`src/rtl/pwm_peripheral.sv`:
```
// 16-pin output driver: each pin is low, static high, or a shared PWM level.
// PWM duty is double-buffered so it only changes on a period boundary.
module pwm_peripheral #(
   parameter int PRESCALE = 13
) (
   input  logic        clk,
   input  logic        rst_n,
   input  logic [7:0]  en_reg_out_7_0,
   input  logic [7:0]  en_reg_out_15_8,
   input  logic [7:0]  en_reg_pwm_7_0,
   input  logic [7:0]  en_reg_pwm_15_8,
   input  logic [7:0]  pwm_duty_cycle,
   output logic [15:0] out,
   output logic        period_start
);

   localparam int PW = (PRESCALE > 1) ? $clog2(PRESCALE) : 1;
   localparam logic [PW-1:0] PRE_MAX = PW'(PRESCALE - 1);

   logic [PW-1:0] pre_cnt;
   logic [7:0]    pwm_cnt;
   logic [7:0]    duty_act;
   logic [15:0]   en_out;
   logic [15:0]   en_pwm;
   logic [15:0]   out_nxt;
   logic          tick;
   logic          wrap;
   logic          pwm_lvl;

   assign en_out = {en_reg_out_15_8, en_reg_out_7_0};
   assign en_pwm = {en_reg_pwm_15_8, en_reg_pwm_7_0};
   assign tick   = (pre_cnt == PRE_MAX);
   assign wrap   = tick && (pwm_cnt == 8'hFF);

   // Duty 255 means fully on rather than 255/256.
   assign pwm_lvl = (duty_act == 8'hFF) || (pwm_cnt < duty_act);
   assign out_nxt = en_out & (~en_pwm | {16{pwm_lvl}});

   always_ff @(posedge clk or negedge rst_n) begin
      if (!rst_n) begin
         pre_cnt      <= '0;
         pwm_cnt      <= '0;
         duty_act     <= '0;
         out          <= '0;
         period_start <= 1'b0;
      end else begin
         pre_cnt      <= tick ? '0 : pre_cnt + PW'(1);
         if (tick)
            pwm_cnt   <= pwm_cnt + 8'd1;
         if (wrap)
            duty_act  <= pwm_duty_cycle;
         out          <= out_nxt;
         period_start <= wrap;
      end
   end

endmodule
```
`config.mk`:
```
export PLATFORM = sky130hd
export DESIGN_NAME = pwm_peripheral
export DESIGN_NICKNAME = d
export VERILOG_FILES = /design/src/rtl/pwm_peripheral.sv
export SDC_FILE = /design/constraint.sdc
export NUM_CORES = 1
export LEC_CHECK = 0
export CAP_MARGIN = 40
export CORE_ASPECT_RATIO = 2
export CORE_MARGIN = 10
export CORE_UTILIZATION = 40
export DETAILED_ROUTE_END_ITERATION = 7
export PLACE_DENSITY = 0.72
export SLEW_MARGIN = 15
export SYNTH_ARGS = -nofsm -noshare
export SYNTH_HDL_FRONTEND = slang
export SYNTH_SLANG_ARGS = --single-unit
```
`constraint.sdc`:
```
create_clock -name clk -period 2.4 [get_ports clk]
set_clock_uncertainty 0.2 [all_clocks]
set_input_delay 0.48 -clock clk [delete_from_list [all_inputs] [get_ports clk]]
set_output_delay 0.48 -clock clk [all_outputs]
set_load 0.05 [all_outputs]
```
==> reports/results.tsv <==
stage	metric	value	unit
status	status	finished clean	
global_routing	GRT Overall Usage	0.1126	
pwr	Power per Cell Area	543.1	nW/µm²
logic_synthesis	ys flop type	dfrtp_1	
floorplan	row count	32	
floorplan	core footprint	3884	µm²
pwr	Clock Power Share	0.338	
placed_design	GPL Wtd Cong	0.7126	
logic_synthesis	sequential share of the synthesized area	0.5697	
logic_synthesis	share of the synthesized area in the top cell type	0.5697	
timing	setup tns final	0	ns
floorplan	Initial Util	0.4185	
global_routing	initial antenna violation count	0	
logic_synthesis	distinct cell type count after synthesis	26	
global_routing	total grt overflow	0	
routing	Detail Route Antenna Nets	0	
pwr	leakage	0.001061	µW
pwr	IR drop worst, VDD	0.4857	mV
worst_setup_path	CP Buf/Inv Count	1	
clock_network	post-cts resize count	0	
floorplan	Die Ht	110.1	µm
routing	DRC	0	
finish	share of layout cells above drive strength 1	0.1170	
finish	final net count	240	
routing	Final Routed Wirelength	3788	µm
worst_setup_path	CP required	1.72	ns
routing	DR pass1 iterations	2	
placed_design	number of port buffers	58	
routing	initial DRC count	10	
timing	Final Hold Viols	0	
worst_setup_path	Crit Path Class	flip-flop to output port	
timing	Max Fclk	472.6	MHz
timing	Final period util	0.8816	
logic_synthesis	post-synthesis area per instance	13.21	µm²
logic_synthesis	Yosys top cell by area	dfrtp_1	
clock_network	Clock Path Buffers	2	
logic_synthesis	Mapped Area	1625	µm²
logic_synthesis	leading cell types by count after synthesis	dfrtp_1 (37), a21boi_0 (16), inv_1 (11)	
finish	# diodes	0	
worst_setup_path	Worst Setup End Kind	output port	
clock_network	H-tree depth	2	
clock_network	CTS Sinks	37	
global_routing	largest net degree at the start of global routing	38	
pwr	combinational cell fraction of total power	0.150	
timing	Slew headroom	0.6373	
timing	minimum clock period	2.116	ns
logic_synthesis	Ys Warns	0	
floorplan	die width	65.08	µm
min_path	HP Class	flip-flop to flip-flop	
placed_design	Placed Cells	232	
logic_synthesis	largest cells by area after synthesis	dfrtp_1 (57%), ha_1 (7.7%), a21boi_0 (7.4%)	
flow_run	Max-Cap Viols	0	
clock_network	clock slew at reported path FFs	0.07	ns
timing	Worst-Margin Slew	0.5423	ns
placed_design	hpwl dp	3153	µm
clock_network	CTS Hold Bufs	0	
global_routing	vias in the first global route	1363	
timing	RSZ-0062 raised after global routing	false	
logic_synthesis	syn nets	175	
clock_network	total CTS buffers	5	
clock_network	Clock Latency Late Sink	0.29	ns
routing	drt wl/cell	15.85	µm
finish	synthesis-to-finish area growth	44.88	%
clock_network	clock tree from TritonCTS	yes	
routing	vias	1155	
worst_setup_path	Worst path slowest cell	clkdlybuf4s50_1	
floorplan	# IOs	59	
worst_setup_path	critical path's top delay family	buffers and inverters	
global_routing	first-pass GRT wire length	6182	µm
finish	Non-Filler Instances	239	
worst_setup_path	Max stage delay on crit path	0.83	ns
logic_synthesis	Gate Count Post-Synth	123	
routing	routed vias/inst	4.833	
timing	Slew Limit Fails	0	
pwr	sequential share of power	0.512	
clock_network	root buf cell	clkbuf_8	
logic_synthesis	Async S/R FF share, synth	1.000	
pwr	switching share of total power	0.2401	
timing	Final Setup Violations	0	
pwr	Internal Dissipation	971.8	µW
logic_synthesis	Post-synth EDFFs	0	
logic_synthesis	most frequent cell after synthesis	dfrtp_1	
floorplan	die area	7168	µm²
worst_setup_path	Worst Path Arrival	1.44	ns
worst_setup_path	startpoint type of the worst setup path	flip-flop	
worst_setup_path	Max FO, Critical Path	1	
clock_network	post-CTS setup buffers	0	
pwr	Switch Pwr	307.0	µW
logic_synthesis	flops & latches, synth	37	
worst_setup_path	CP cell instances	clkdlybuf4s50_1	
-- per-layer routing --
layer / track usage / up-vias / wire [µm]
li1: - / 552 / -
met1: 0.09130 / 551 / 1250
met2: 0.2061 / 44 / 2037
met3: 0.06775 / 8 / 416
met4: 0.05538 / 0 / 83
met5: 0 / - / 0
-- cell type report --
cell class	count	area, µm²
Inverter	11	41.29
Tap cell	51	63.81
Multi-Input combinational cell	73	641.9
Fill cell	321	1529
Timing Repair Buffer	60	595.6
Sequential cell	37	925.9
Clock buffer	7	86.33
-- power by group through the flow --
stage                     registers (µW)  logic (µW)  clock network (µW)
after global routing                 657         205                 466
after global placement               666         189                   0
after CTS                            655         195                 445
final                                655         192                 432
after detailed placement             667         195                   0
after floorplan                      715        27.1                   0
-- placed cells by master, fill, tap and decap left out, drive strengths merged, types with 2 or more instances in the layout --
| cell | n |
|---|---|
| ha | 10 |
| nand4 | 4 |
| inv | 11 |
| mux2 | 9 |
| dfrtp | 37 |
| xnor2 | 5 |
| a21boi | 16 |
| clkbuf | 7 |
| nand2 | 5 |
| xor2 | 3 |
| nor2 | 6 |
| buf | 2 |
| and3 | 3 |
| clkdlybuf4s50 | 58 |
| o21ai | 2 |
| a21oi | 2 |
-- path summary, 6_finish.rpt --
check                           cells after the start  slack, ns                  from                       to
worst max-delay path                                1       0.28      out[4]$_DFF_PN0_                   out[4]
worst min-delay path                                1       0.29  pre_cnt[3]$_DFF_PN0_     pre_cnt[3]$_DFF_PN0_
worst max register to register                      6       0.36  pre_cnt[0]$_DFF_PN0_  duty_act[3]$_DFFE_PN0P_
worst min register to register                      1       0.29  pre_cnt[3]$_DFF_PN0_     pre_cnt[3]$_DFF_PN0_
max in group asynchronous                           2       1.24                 rst_n         out[8]$_DFF_PN0_
min in group asynchronous                           2       0.43                 rst_n        out[15]$_DFF_PN0_
-- logic make-up after synthesis --
family | share of synthesized area
fa+ha+maj | 0.07698
mux | 0.06236
buf+inv | 0.03541
simple gates | 0.07852
compound gates | 0.1340
flops | 0.5697
xor+xnor | 0.04311
-- stage by stage --
step | instance area (µm²) | worst slack [ns] | power [µW] | hold WS (ns) | utilization
after global placement | 2268 | 0.4160 | 855.2 | 0.2514 | 0.5841
after floorplan | 1625 | 0.4336 | 742.5 | -0.01559 | -
after detailed placement | 2268 | 0.3554 | 861.6 | 0.2637 | 0.5841
after CTS | 2355 | 0.2650 | 1295 | 0.2795 | 0.6063
final | 2355 | 0.2842 | 1279 | 0.2864 | 0.6063
after global routing | 2355 | 0.2378 | 1328 | 0.3132 | 0.6063
-- state kept, by name, indices dropped and copies added, names as in the netlist --
signal,count
pre_cnt,4
out,16
duty_act,8
period_start,1
pwm_cnt,8
No activity file was read; power rests on OpenSTA's default activity.
